$ cat src/rtl/snes_clk_pkg.sv
// Shared types and constants for the SNES clock/reset sequencer.
// Holds the sequencer state encoding, default master-clock ratio and CPU cycle-length table.
package snes_clk_pkg;

    typedef enum logic [1:0] {
        ST_HOLD     = 2'd0,
        ST_WAIT_MEM = 2'd1,
        ST_DELAY    = 2'd2,
        ST_RUN      = 2'd3
    } clk_state_t;

    localparam int unsigned DEF_CE_NUM     = 32'd5369318;
    localparam int unsigned DEF_CE_DEN     = 32'd21600000;
    localparam logic [3:0]  CPU_PERIOD_RST = 4'd6;

    // CPU cycle length in master clocks for each cpu_speed code
    function automatic logic [3:0] cpu_period(input logic [1:0] speed);
        logic [3:0] period_s;
        case (speed)
            2'd0:    period_s = 4'd6;
            2'd1:    period_s = 4'd8;
            2'd2:    period_s = 4'd12;
            default: period_s = 4'd8;
        endcase
        return period_s;
    endfunction

endpackage

$ cat src/rtl/frac_ce_gen.sv
// Exact rational clock-enable generator: CE_NUM pulses per CE_DEN enabled cycles.
// ce_next exposes the pulse decision one cycle early so callers can register aligned strobes.
module frac_ce_gen
    import snes_clk_pkg::*;
#(
    parameter int unsigned CE_NUM = DEF_CE_NUM,
    parameter int unsigned CE_DEN = DEF_CE_DEN,
    parameter int unsigned ACC_W  = $clog2(CE_DEN) + 1
) (
    input  logic clk,
    input  logic rst,
    input  logic clr,
    input  logic en,
    output logic ce,
    output logic ce_next
);

    logic [ACC_W-1:0] acc_r;
    logic [ACC_W-1:0] sum_s;

    // acc stays below CE_DEN, so the sum fits in ACC_W bits without wrap
    assign sum_s   = acc_r + ACC_W'(CE_NUM);
    assign ce_next = en && (sum_s >= ACC_W'(CE_DEN));

    // Phase accumulator and registered enable pulse
    always_ff @(posedge clk) begin
        if (rst) begin
            acc_r <= {ACC_W{1'b0}};
            ce    <= 1'b0;
        end else if (clr) begin
            acc_r <= {ACC_W{1'b0}};
            ce    <= 1'b0;
        end else if (en) begin
            if (ce_next) begin
                acc_r <= sum_s - ACC_W'(CE_DEN);
                ce    <= 1'b1;
            end else begin
                acc_r <= sum_s;
                ce    <= 1'b0;
            end
        end else begin
            ce <= 1'b0;
        end
    end

endmodule

$ cat src/rtl/snes_clk_seq.sv
// SNES power-up reset sequencer plus master-clock, dot and CPU-cycle enables.
// All strobes are single-cycle pulses in the fast clk domain.
module snes_clk_seq
    import snes_clk_pkg::*;
#(
    parameter int unsigned CE_NUM        = DEF_CE_NUM,
    parameter int unsigned CE_DEN        = DEF_CE_DEN,
    parameter int unsigned LOCK_STABLE   = 32'd65536,
    parameter int unsigned RELEASE_DELAY = 32'd1024,
    parameter int unsigned ACC_W         = $clog2(CE_DEN) + 1
) (
    input  logic       clk,
    input  logic       rst,
    input  logic       pll_lock,
    input  logic       mem_ready,
    input  logic       pause,
    input  logic [1:0] cpu_speed,
    output logic       mem_reset,
    output logic       snes_reset,
    output logic       mclk_ce,
    output logic       dot_ce,
    output logic       cpu_ce,
    output logic [1:0] state_o
);

    localparam int unsigned LOCK_W = $clog2(LOCK_STABLE) + 1;
    localparam int unsigned DLY_W  = $clog2(RELEASE_DELAY + 1) + 1;

    clk_state_t        state_r;
    clk_state_t        state_next_s;
    logic [LOCK_W-1:0] lock_cnt_r;
    logic [DLY_W-1:0]  dly_cnt_r;
    logic [1:0]        dot_cnt_r;
    logic [3:0]        cpu_cnt_r;
    logic [3:0]        period_r;
    logic              run_en_s;
    logic              clr_s;
    logic              tick_s;

    // Sequencer next-state decode; loss of lock dominates everything
    always_comb begin
        state_next_s = state_r;
        if (!pll_lock) begin
            state_next_s = ST_HOLD;
        end else begin
            case (state_r)
                ST_HOLD: begin
                    if (lock_cnt_r == LOCK_W'(LOCK_STABLE - 1)) state_next_s = ST_WAIT_MEM;
                    else                                         state_next_s = ST_HOLD;
                end
                ST_WAIT_MEM: begin
                    if (mem_ready) state_next_s = ST_DELAY;
                    else           state_next_s = ST_WAIT_MEM;
                end
                ST_DELAY: begin
                    if (!mem_ready)                                  state_next_s = ST_WAIT_MEM;
                    else if (dly_cnt_r == DLY_W'(RELEASE_DELAY))     state_next_s = ST_RUN;
                    else                                             state_next_s = ST_DELAY;
                end
                ST_RUN: begin
                    if (!mem_ready) state_next_s = ST_WAIT_MEM;
                    else            state_next_s = ST_RUN;
                end
                default: state_next_s = ST_HOLD;
            endcase
        end
    end

    // Emulated time only advances on cycles that stay in RUN, so no pulse escapes on the exit edge
    assign run_en_s = (state_r == ST_RUN) && (state_next_s == ST_RUN) && !pause;
    assign clr_s    = (state_next_s != ST_RUN);
    assign state_o  = state_r;

    // State register and reset outputs decoded from the upcoming state
    always_ff @(posedge clk) begin
        if (rst) begin
            state_r    <= ST_HOLD;
            mem_reset  <= 1'b1;
            snes_reset <= 1'b1;
        end else begin
            state_r    <= state_next_s;
            mem_reset  <= (state_next_s == ST_HOLD);
            snes_reset <= (state_next_s != ST_RUN);
        end
    end

    // Lock-stability and release-delay counters
    always_ff @(posedge clk) begin
        if (rst) begin
            lock_cnt_r <= {LOCK_W{1'b0}};
            dly_cnt_r  <= {DLY_W{1'b0}};
        end else begin
            if ((state_r == ST_HOLD) && pll_lock) lock_cnt_r <= lock_cnt_r + LOCK_W'(1);
            else                                  lock_cnt_r <= {LOCK_W{1'b0}};
            if ((state_r == ST_DELAY) && (state_next_s == ST_DELAY)) dly_cnt_r <= dly_cnt_r + DLY_W'(1);
            else                                                     dly_cnt_r <= {DLY_W{1'b0}};
        end
    end

    frac_ce_gen #(
        .CE_NUM (CE_NUM),
        .CE_DEN (CE_DEN),
        .ACC_W  (ACC_W)
    ) u_mclk_gen (
        .clk     (clk),
        .rst     (rst),
        .clr     (clr_s),
        .en      (run_en_s),
        .ce      (mclk_ce),
        .ce_next (tick_s)
    );

    // Dot and CPU dividers; the CPU period is only re-latched when a cycle completes
    always_ff @(posedge clk) begin
        if (rst) begin
            dot_cnt_r <= 2'd0;
            cpu_cnt_r <= 4'd0;
            period_r  <= CPU_PERIOD_RST;
            dot_ce    <= 1'b0;
            cpu_ce    <= 1'b0;
        end else if (clr_s) begin
            dot_cnt_r <= 2'd0;
            cpu_cnt_r <= 4'd0;
            dot_ce    <= 1'b0;
            cpu_ce    <= 1'b0;
        end else if (tick_s) begin
            dot_cnt_r <= dot_cnt_r + 2'd1;
            dot_ce    <= (dot_cnt_r == 2'd3);
            if (cpu_cnt_r == (period_r - 4'd1)) begin
                cpu_cnt_r <= 4'd0;
                cpu_ce    <= 1'b1;
                period_r  <= cpu_period(cpu_speed);
            end else begin
                cpu_cnt_r <= cpu_cnt_r + 4'd1;
                cpu_ce    <= 1'b0;
            end
        end else begin
            dot_ce <= 1'b0;
            cpu_ce <= 1'b0;
        end
    end

endmodule

$ cat config.mk
export PLATFORM = sky130hd
export DESIGN_NAME = snes_clk_seq
export DESIGN_NICKNAME = d
export VERILOG_FILES = /design/src/rtl/snes_clk_pkg.sv /design/src/rtl/frac_ce_gen.sv /design/src/rtl/snes_clk_seq.sv
export SDC_FILE = /design/constraint.sdc
export NUM_CORES = 1
export LEC_CHECK = 0
export CAP_MARGIN = 40
export CORE_ASPECT_RATIO = 1.75
export CORE_UTILIZATION = 45
export CTS_CLUSTER_SIZE = 30
export DETAILED_ROUTE_END_ITERATION = 6
export HOLD_SLACK_MARGIN = 0.03
export SLEW_MARGIN = 20
export SYNTH_ARGS = -nofsm -noshare
export SYNTH_HDL_FRONTEND = slang
export SYNTH_HIERARCHICAL = 1
export SYNTH_SLANG_ARGS = --single-unit
$ cat constraint.sdc
create_clock -name clk -period 4.3 [get_ports clk]
set_input_delay 1.29 -clock clk [delete_from_list [all_inputs] [get_ports clk]]
set_output_delay 1.29 -clock clk [all_outputs]
set_load 0.01 [all_outputs]
==> qor.log, run 1 <==
qor: clock_tree.tritoncts.num_buffers 9
qor: run_status.status complete, no violations
qor: timing.setup-violations-final 0
qor: global_route.antenna_violations_before_repair 0
qor: clock_tree.cts_tree yes
qor: power.internal_power_summed_over_all_cells 1.183 mW
qor: floorplanning.die_h 137.0 µm
qor: cells_and_area.area_growth_syn_to_layout 11.29%
qor: yosys.synth.net_count 600
qor: power.sw_frac_of_total 20.58%
qor: power.power_per_cell_area 285.4 mW/mm²
qor: clock_tree.post_cts.resized_instances 0
qor: yosys.syn-instance-count 583
qor: timing.slew_headroom 49.77%
qor: route.vias 4411
qor: yosys.postSynthRegisterBits 70
qor: worst_setup_path.r2r_end period_r[3]$_SDFFE_PP0P_
qor: yosys.synth.area.mux_share 1.788%
qor: timing.final.setup.tns 0 ps
qor: cells_and_area.numnets_final 596
qor: power.p_sw 0.3065 mW
qor: min_path.whs_path_depth 1
qor: yosys.synth-edff-count 0
qor: timing.hold_ws 442.7 ps
qor: place.dp.final_hpwl 9003 µm
qor: timing.timing.final.max_slew_violations 0
qor: yosys.synth_area_per_cell 8.042 µm²
qor: route.detail_route.first_pass.iterations 5
qor: worst_setup_path.r2r_startpoint u_mclk_gen/acc_r[8]$_SDFFE_PP0P_
qor: worst_setup_path.setup.reg_to_reg.worst_slack 500 ps
qor: timing.rsz_0062_raised_after_global_routing no
qor: yosys.combinational_family_with_the_most_area_after_synthesis simple AND/OR/NAND/NOR gates
qor: route.drtIter0Drc 326
qor: worst_setup_path.worst-r2r-cell-count 12
qor: clock_tree.hold_buffers 0
qor: place.gp_congestion 0.9284
qor: timing.final-hold-violation-count 0
qor: power.comb_power_share 1.0%
qor: worst_setup_path.worstSetupStartpointType register
qor: global_route.grtUsageTotal 24.54%
qor: route.drtAntennaViolNets 0
qor: timing.fmax 263.2 MHz
qor: floorplanning.die_area 0.01085 mm²
qor: yosys.synth-compound-area-share 21.22%
qor: clock_tree.post-cts-setup-buffer-count 0
qor: clock_tree.cts_htree_levels 3
qor: clock_tree.clk_transition_reported_paths 60 ps
qor: timing.final.period_utilization 88.37%
qor: power.power_leakage 1.853 nW
qor: min_path.worst_hold_path_type reg -> reg
qor: clock_tree.cts.path.max_buffers 2
qor: yosys.synthXorXnorAreaFrac 9.448%
qor: cells_and_area.post_route_cells_drive_above_1_share 9.247%
qor: cells_and_area.n_antenna_cell 0
qor: yosys.asyncSetResetFlopFracSynth 0%
qor: route.drt_drc_violations_left 0
qor: worst_setup_path.setup.worst_path.class reg -> reg
qor: yosys.synth_warnings 6
qor: min_path.timing.hold.worst.start lock_cnt_r[0]$_SDFF_PP0_
qor: yosys.ys_seq_area_share 29.89%
qor: power.power_frac_seq 43.6%
qor: clock_tree.cts_root_buf clkbuf_16
qor: clock_tree.clock-sinks 70
qor: global_route.grt_pass1_wl 20760 µm
qor: power.vdd_ir_drop_max 0.2029 mV
qor: clock_tree.worst_skew_pair.late_latency 330 ps
qor: timing.tightestPinTransition 745.6 ps
qor: worst_setup_path.worst-endpoint-arrival 4020 ps
qor: worst_setup_path.critical_path_peak_fanout 10
qor: yosys.post_synthesis_cell_area 0.004688 mm²
qor: min_path.worstHoldEndpoint lock_cnt_r[0]$_SDFF_PP0_
qor: route.route.detailed.wl_per_inst 17.35 µm
qor: global_route.grt_start_max_net_pins 33
qor: yosys.synth_top_flop_cell dfxtp_1
qor: global_route.first_global_vias 4363
qor: power.power.share.clock 55.4%
qor: floorplanning.core_area 0.01018 mm²
qor: global_route.globalRouteOverflowTotal 0
qor: place.port-buffer-count 13
qor: floorplanning.floorplan.rows 49
qor: worst_setup_path.crit_required 4520 ps
qor: route.via_count_normalized_by_instance_count 6.204
qor: timing.fin_crit 3800 ps
qor: route.wl 12340 µm
qor: yosys.count_of_unique_library_cells_instantiated_by_yosys 76
qor: floorplanning.ioPinCount 14
qor: yosys.adder_and_majority_gate_portion_of_the_synthesized_area 2.669%
qor: timing.worst_clock_skew 8.191 ps
qor: floorplanning.die_width 79.16 µm
qor: yosys.yosys.area_share.simple 29.65%
qor: run.max_cap_violations 0
qor: floorplanning.start_util 46.07%
qor: worst_setup_path.endpoint_kind register
routing by layer:
layer,global-route usage (%),share of wire [%],up-vias
met5,0,0,-
met4,16.36,5.6,0
met3,3.333,3.2,51
met2,45.35,53,139
met1,25.10,38,2069
li1,-,-,2152
cell families after synthesis:
kind of cell | after synthesis
AOI/OAI and AO/OA | 130
xor gates and xnor gates | 49
adders and majority gates | 10
buffers and inverters | 60
DFF | 70
muxes | 8
and+or+nand+nor | 256
placed cells by master (no fill, tap or decap), types with 4 or more instances in the layout:
cell,Yosys,layout
nand4b_1,5,5
nor3_1,26,25
or3_1,14,14
xnor2_1,20,20
o211ai_1,7,7
nand2_1,41,41
xor2_1,28,28
o311ai_0,6,6
ha_1,10,10
o21ai_0,15,15
buf_4,0,9
nand4_1,18,18
a21o_1,9,9
and3_1,15,15
clkbuf_16,0,9
dfxtp_1,70,70
or2_2,5,5
nor4_1,11,11
nor2b_1,4,4
a21oi_1,28,28
mux2i_1,5,5
clkdlybuf4s50_1,0,13
o2111ai_1,4,4
o31ai_1,8,8
nand3b_1,4,4
a211oi_1,5,5
or4_1,4,4
and2_1,4,4
and4_1,4,4
inv_1,23,23
nand3_1,33,33
nor2_1,54,54
worst max path at each step:
| stage | slack, ps | startpoint | to | cells past startpoint |
|---|---|---|---|---|
| global route | 230 | u_mclk_gen/acc_r[1]$_SDFFE_PP0P_ | period_r[3]$_SDFFE_PP0P_ | 14 |
| detailed placement | 570 | u_mclk_gen/acc_r[6]$_SDFFE_PP0P_ | period_r[3]$_SDFFE_PP0P_ | 12 |
| CTS | 530 | u_mclk_gen/acc_r[8]$_SDFFE_PP0P_ | period_r[3]$_SDFFE_PP0P_ | 12 |
| floorplan | 700 | pll_lock | period_r[3]$_SDFFE_PP0P_ | 11 |
| global placement | 580 | u_mclk_gen/acc_r[8]$_SDFFE_PP0P_ | period_r[3]$_SDFFE_PP0P_ | 12 |
| finish | 500 | u_mclk_gen/acc_r[8]$_SDFFE_PP0P_ | period_r[3]$_SDFFE_PP0P_ | 12 |
per-stage QoR:
stage	utilization (%)	worst slack [ps]	cells	instance area [µm²]	total power, mW
2_1_floorplan	-	696.4	583	4688	0.6699
3_3_place_gp	48.01	576.8	695	4886	0.6783
3_5_place_dp	48.01	568.8	695	4886	0.6787
4_1_cts	51.27	529.4	711	5218	1.514
5_1_grt	51.27	226.5	711	5218	1.537
6_report	51.27	500.0	711	5218	1.489
power by group through the flow:
stage	logic [mW]	clock network [mW]	registers [mW]
after floorplan	0.00573	0	0.664
after global placement	0.0140	0	0.664
after detailed placement	0.0144	0	0.664
after CTS	0.0144	0.849	0.650
after global routing	0.0159	0.871	0.650
final	0.0142	0.825	0.650
layout make-up:
class                   instances  area, µm²
inverters                      23      86.33
clock inverters                 6      92.59
multi-input cells             453       3042
well taps                     127      158.9
clock buffers                  10      239.0
fillers                      1000       4960
flip-flops and latches         70       1401
repair buffers                 22      197.7
flip-flops by register name (all words and copies together), names as in the netlist:
register,count
cpu_ce,1
cpu_cnt_r,4
dly_cnt_r,12
dot_ce,1
dot_cnt_r,2
lock_cnt_r,17
mem_reset,1
period_r,3
snes_reset,1
state_o,2
u_mclk_gen/acc_r,25
u_mclk_gen/ce,1
synth_stat cells (3+ instances only):
cell	n	area share [%]
or4_4	3	0.72
or3_1	14	1.9
inv_1	23	1.8
a311o_1	3	0.64
buf_2	8	0.85
or4_1	4	0.64
a21oi_1	28	3.0
nand4_1	18	2.4
and2_1	4	0.53
nand4b_1	5	0.93
nor4_1	11	1.5
ha_1	10	2.7
xor2_1	28	5.2
dfxtp_1	70	30
and4_1	4	0.75
nand3b_1	4	0.64
o21ai_0	15	1.6
xnor2_1	20	3.7
a31oi_1	3	0.40
o311ai_0	6	1.1
nand2_1	41	3.3
or2_2	5	0.67
o31ai_1	8	1.3
nor2_1	54	4.3
a21o_1	9	1.4
o21bai_1	3	0.48
nor2b_1	4	0.53
clkbuf_1	25	2.0
mux2i_1	5	1.1
o2111ai_1	4	0.75
and3_1	15	2.0
a211oi_1	5	0.80
nor3_1	26	2.8
o211ai_1	7	1.1
nand3_1	33	3.5
critical path, cell delays in order (launching register included):
cell       delay, ps
dfxtp_1          570
or4_1            480
o21ai_2          230
a211oi_1         400
o2111ai_1        160
and3_1           220
or4_4            510
o211ai_4         240
inv_1            110
nor2_1           100
buf_4            180
nand4_2          140
mux2_1           340
Power figures use the tool's default switching activity.
==> run 2: changes to the inputs <==
==> constraint.sdc (replaced) <==
create_clock -name clk -period 4.3 [get_ports clk]
set_input_delay 1.29 -clock clk [delete_from_list [all_inputs] [get_ports clk]]
set_output_delay 1.29 -clock clk [all_outputs]
set_load 0.1 [all_outputs]
==> qor.log, run 2 (synthesized netlist as in run 1, its figures left out) <==
qor: power.power_per_cell_area 278.8 mW/mm² [was 285.4 mW/mm²]
qor: timing.fin_crit 3803 ps [was 3800 ps]
qor: floorplanning.start_util 46.07% [unchanged]
qor: power.internal_power_summed_over_all_cells 1.168 mW [was 1.183 mW]
qor: worst_setup_path.worst-r2r-cell-count 12 [unchanged]
qor: clock_tree.worst_skew_pair.late_latency 340 ps [was 330 ps]
qor: cells_and_area.numnets_final 603 [was 596]
qor: worst_setup_path.critical_path_peak_fanout 10 [unchanged]
qor: cells_and_area.post_layout_nonfiller_instances 718 [was 711]
qor: timing.final.period_utilization 88.44% [was 88.37%]
qor: place.post_dp_cell_area 0.004991 mm² [was 0.004886 mm²]
qor: power.vdd_ir_drop_max 0.2326 mV [was 0.2029 mV]
qor: floorplanning.die_h 137.0 µm [unchanged]
qor: route.route.detailed.wl_per_inst 17.45 µm [was 17.35 µm]
qor: floorplanning.ioPinCount 14 [unchanged]
qor: timing.fmax 263.0 MHz [was 263.2 MHz]
qor: min_path.worst_hold_path_type reg -> reg [unchanged]
qor: worst_setup_path.cp_top_family simple AND/OR/NAND/NOR gates [unchanged]
qor: cells_and_area.final_cell_mix dfxtp_1 (70), nor2_1 (54), nand2_1 (41), nand3_1 (33) [unchanged]
qor: power.p_sw 0.3133 mW [was 0.3065 mW]
qor: worst_setup_path.cp.depth 12 [unchanged]
qor: timing.slew_headroom 49.92% [was 49.77%]
qor: power.power_frac_seq 43.9% [was 43.6%]
qor: clock_tree.cts_tree yes [unchanged]
qor: power.power_leakage 1.902 nW [was 1.853 nW]
qor: worst_setup_path.setup.worst_path.class reg -> reg [unchanged]
qor: timing.tightestPinTransition 743.4 ps [was 745.6 ps]
qor: clock_tree.clk_transition_reported_paths 60 ps [about the same]
qor: route.wl 12530 µm [was 12340 µm]
qor: power.power.share.clock 55.2% [was 55.4%]
qor: route.detail_route.first_pass.iterations 4 [was 5]
qor: route.drtAntennaViolNets 0 [unchanged]
qor: timing.setup-violations-final 0 [unchanged]
qor: clock_tree.post_cts.resized_instances 0 [unchanged]
qor: timing.final-hold-violation-count 0 [unchanged]
qor: worst_setup_path.crit_path_max_incr_delay 580 ps [was 570 ps]
qor: run.max_cap_violations 0 [unchanged]
qor: cells_and_area.registers.top_by_ff_count u_mclk_gen/acc_r [unchanged]
qor: clock_tree.tritoncts.num_buffers 9 [unchanged]
qor: clock_tree.cts.path.max_buffers 2 [unchanged]
qor: cells_and_area.registers_with_the_most_flip_flops u_mclk_gen/acc_r: 25 flops, lock_cnt_r: 17 flops, dly_cnt_r: 12 flops [unchanged]
qor: clock_tree.cts_htree_levels 3 [unchanged]
qor: global_route.grtUsageTotal 24.84% [was 24.54%]
qor: floorplanning.floorplan.rows 49 [unchanged]
qor: power.comb_power_share 1.0% [about the same]
qor: timing.final.setup.tns 0 ps [unchanged]
qor: route.drt_drc_violations_left 0 [unchanged]
qor: timing.rsz_0062_raised_after_global_routing no [unchanged]
qor: cells_and_area.largest_register_ff_count 25 [unchanged]
qor: run_status.status complete, no violations [unchanged]
qor: power.sw_frac_of_total 21.15% [was 20.58%]
qor: worst_setup_path.worst-endpoint-arrival 4030 ps [was 4020 ps]
qor: worst_setup_path.worstSetupStartpointType register [unchanged]
qor: worst_setup_path.crit_required 4530 ps [was 4520 ps]
qor: route.vias 4434 [was 4411]
qor: timing.hold_ws 435.5 ps [was 442.7 ps]
qor: place.gp_congestion 0.9284 [unchanged]
qor: clock_tree.post-cts-setup-buffer-count 0 [unchanged]
qor: global_route.first_global_vias 4454 [was 4363]
qor: cells_and_area.layout.cells.most_common dfxtp_1 [unchanged]
qor: route.via_count_normalized_by_instance_count 6.175 [was 6.204]
qor: global_route.grt_pass1_wl 21020 µm [was 20760 µm]
qor: route.drtIter0Drc 302 [was 326]
qor: place.dp.final_hpwl 9071 µm [was 9003 µm]
qor: cells_and_area.post_route_cells_drive_above_1_share 10.15% [was 9.247%]
qor: place.place_inst 702 [was 695]
qor: global_route.grt_start_max_net_pins 33 [unchanged]
qor: min_path.whs_path_depth 1 [unchanged]
qor: global_route.antenna_violations_before_repair 0 [unchanged]
qor: cells_and_area.layout.cell_area.non_filler 0.005314 mm² [was 0.005218 mm²]
qor: floorplanning.core_area 0.01018 mm² [unchanged]
qor: worst_setup_path.cp_num_buf_inv 2 [unchanged]
qor: timing.timing.final.max_slew_violations 0 [unchanged]
qor: floorplanning.die_width 79.16 µm [unchanged]
qor: clock_tree.clock-sinks 70 [unchanged]
qor: clock_tree.cts_root_buf clkbuf_16 [unchanged]
qor: timing.worst_clock_skew 7.732 ps [was 8.191 ps]
qor: global_route.globalRouteOverflowTotal 0 [unchanged]
qor: cells_and_area.area_growth_syn_to_layout 13.34% [was 11.29%]
qor: floorplanning.die_area 0.01085 mm² [unchanged]
qor: worst_setup_path.path_cells or4_1 -> o21ai_2 -> a211oi_1 -> o2111ai_1 -> and3_1 -> or4_4 -> o211ai_4 -> inv_1 -> nor2_1 -> buf_4 -> nand4_2 -> mux2_1 [unchanged]
qor: worst_setup_path.endpoint_kind register [unchanged]
qor: worst_setup_path.timing.critical_path.slowest_stage_cell dfxtp_1 [unchanged]
qor: cells_and_area.n_antenna_cell 0 [unchanged]
qor: place.port-buffer-count 13 [unchanged]
qor: clock_tree.hold_buffers 0 [unchanged]
-- run 2: cell types whose count changed in the layout (fill, tap and decap cells not counted) --
cell	previous run	this run
buf_8	0	7
clkbuf_1	0	1
clkbuf_8	1	0
clkinv_4	1	2
clkinvlp_4	2	1
-- run 2: metal layers --
| layer | share of wire [%] | vias to the layer above | GRT usage (%) |
|---|---|---|---|
| met4 | 4.2 | 0 | 15.76 |
| met5 | 0 | - | 0 |
| met2 | 55 | 96 | 47.22 |
| met3 | 2.8 | 34 | 3.067 |
| li1 | - | 2158 | - |
| met1 | 38 | 2146 | 24.81 |
-- run 2: area by class of cell --
cell class / instances / area [µm²]
Clock inverter: 6 / 93.84
Inverter: 23 / 86.33
Fill cell: 986 / 4863
Multi-Input combinational cell: 453 / 3042
Tap cell: 127 / 158.9
Sequential cell: 70 / 1401
Clock buffer: 10 / 229.0
Timing Repair Buffer: 29 / 302.8
-- run 2: final timing paths --
kind | start | to | slack [ps]
max | u_mclk_gen/acc_r[8]$_SDFFE_PP0P_ | period_r[3]$_SDFFE_PP0P_ | 500
min | lock_cnt_r[0]$_SDFF_PP0_ | lock_cnt_r[0]$_SDFF_PP0_ | 440
max reg2reg | u_mclk_gen/acc_r[8]$_SDFFE_PP0P_ | period_r[3]$_SDFFE_PP0P_ | 500
min reg2reg | lock_cnt_r[0]$_SDFF_PP0_ | lock_cnt_r[0]$_SDFF_PP0_ | 440
-- run 2: per-stage QoR --
stage,total power [mW],worst slack [ps],util [%]
5_1_grt,1.526,252.1,52.21
3_3_place_gp,0.6783,576.8,48.01
2_1_floorplan,0.6699,578.0,-
3_5_place_dp,0.6787,569.5,49.04
6_report,1.482,497.3,52.21
4_1_cts,1.497,517.0,52.21
-- run 2: power by group through the flow --
| stage | registers, mW | logic (mW) | clock network, mW |
|---|---|---|---|
| after CTS | 0.650 | 0.0144 | 0.833 |
| final | 0.650 | 0.0143 | 0.817 |
| after global routing | 0.650 | 0.0156 | 0.861 |
| after detailed placement | 0.664 | 0.0144 | 0 |
| after floorplan | 0.664 | 0.00573 | 0 |
| after global placement | 0.664 | 0.0140 | 0 |
==> run 3: changes to the inputs <==
--- a/config.mk
+++ b/config.mk
@@ -16,3 +16,4 @@
 export SYNTH_HDL_FRONTEND = slang
 export SYNTH_HIERARCHICAL = 1
 export SYNTH_SLANG_ARGS = --single-unit
+export TNS_END_PERCENT = 20
==> results of run 3 <==
Same layout as run 2: the final DEF is identical, and so are final timing and power.
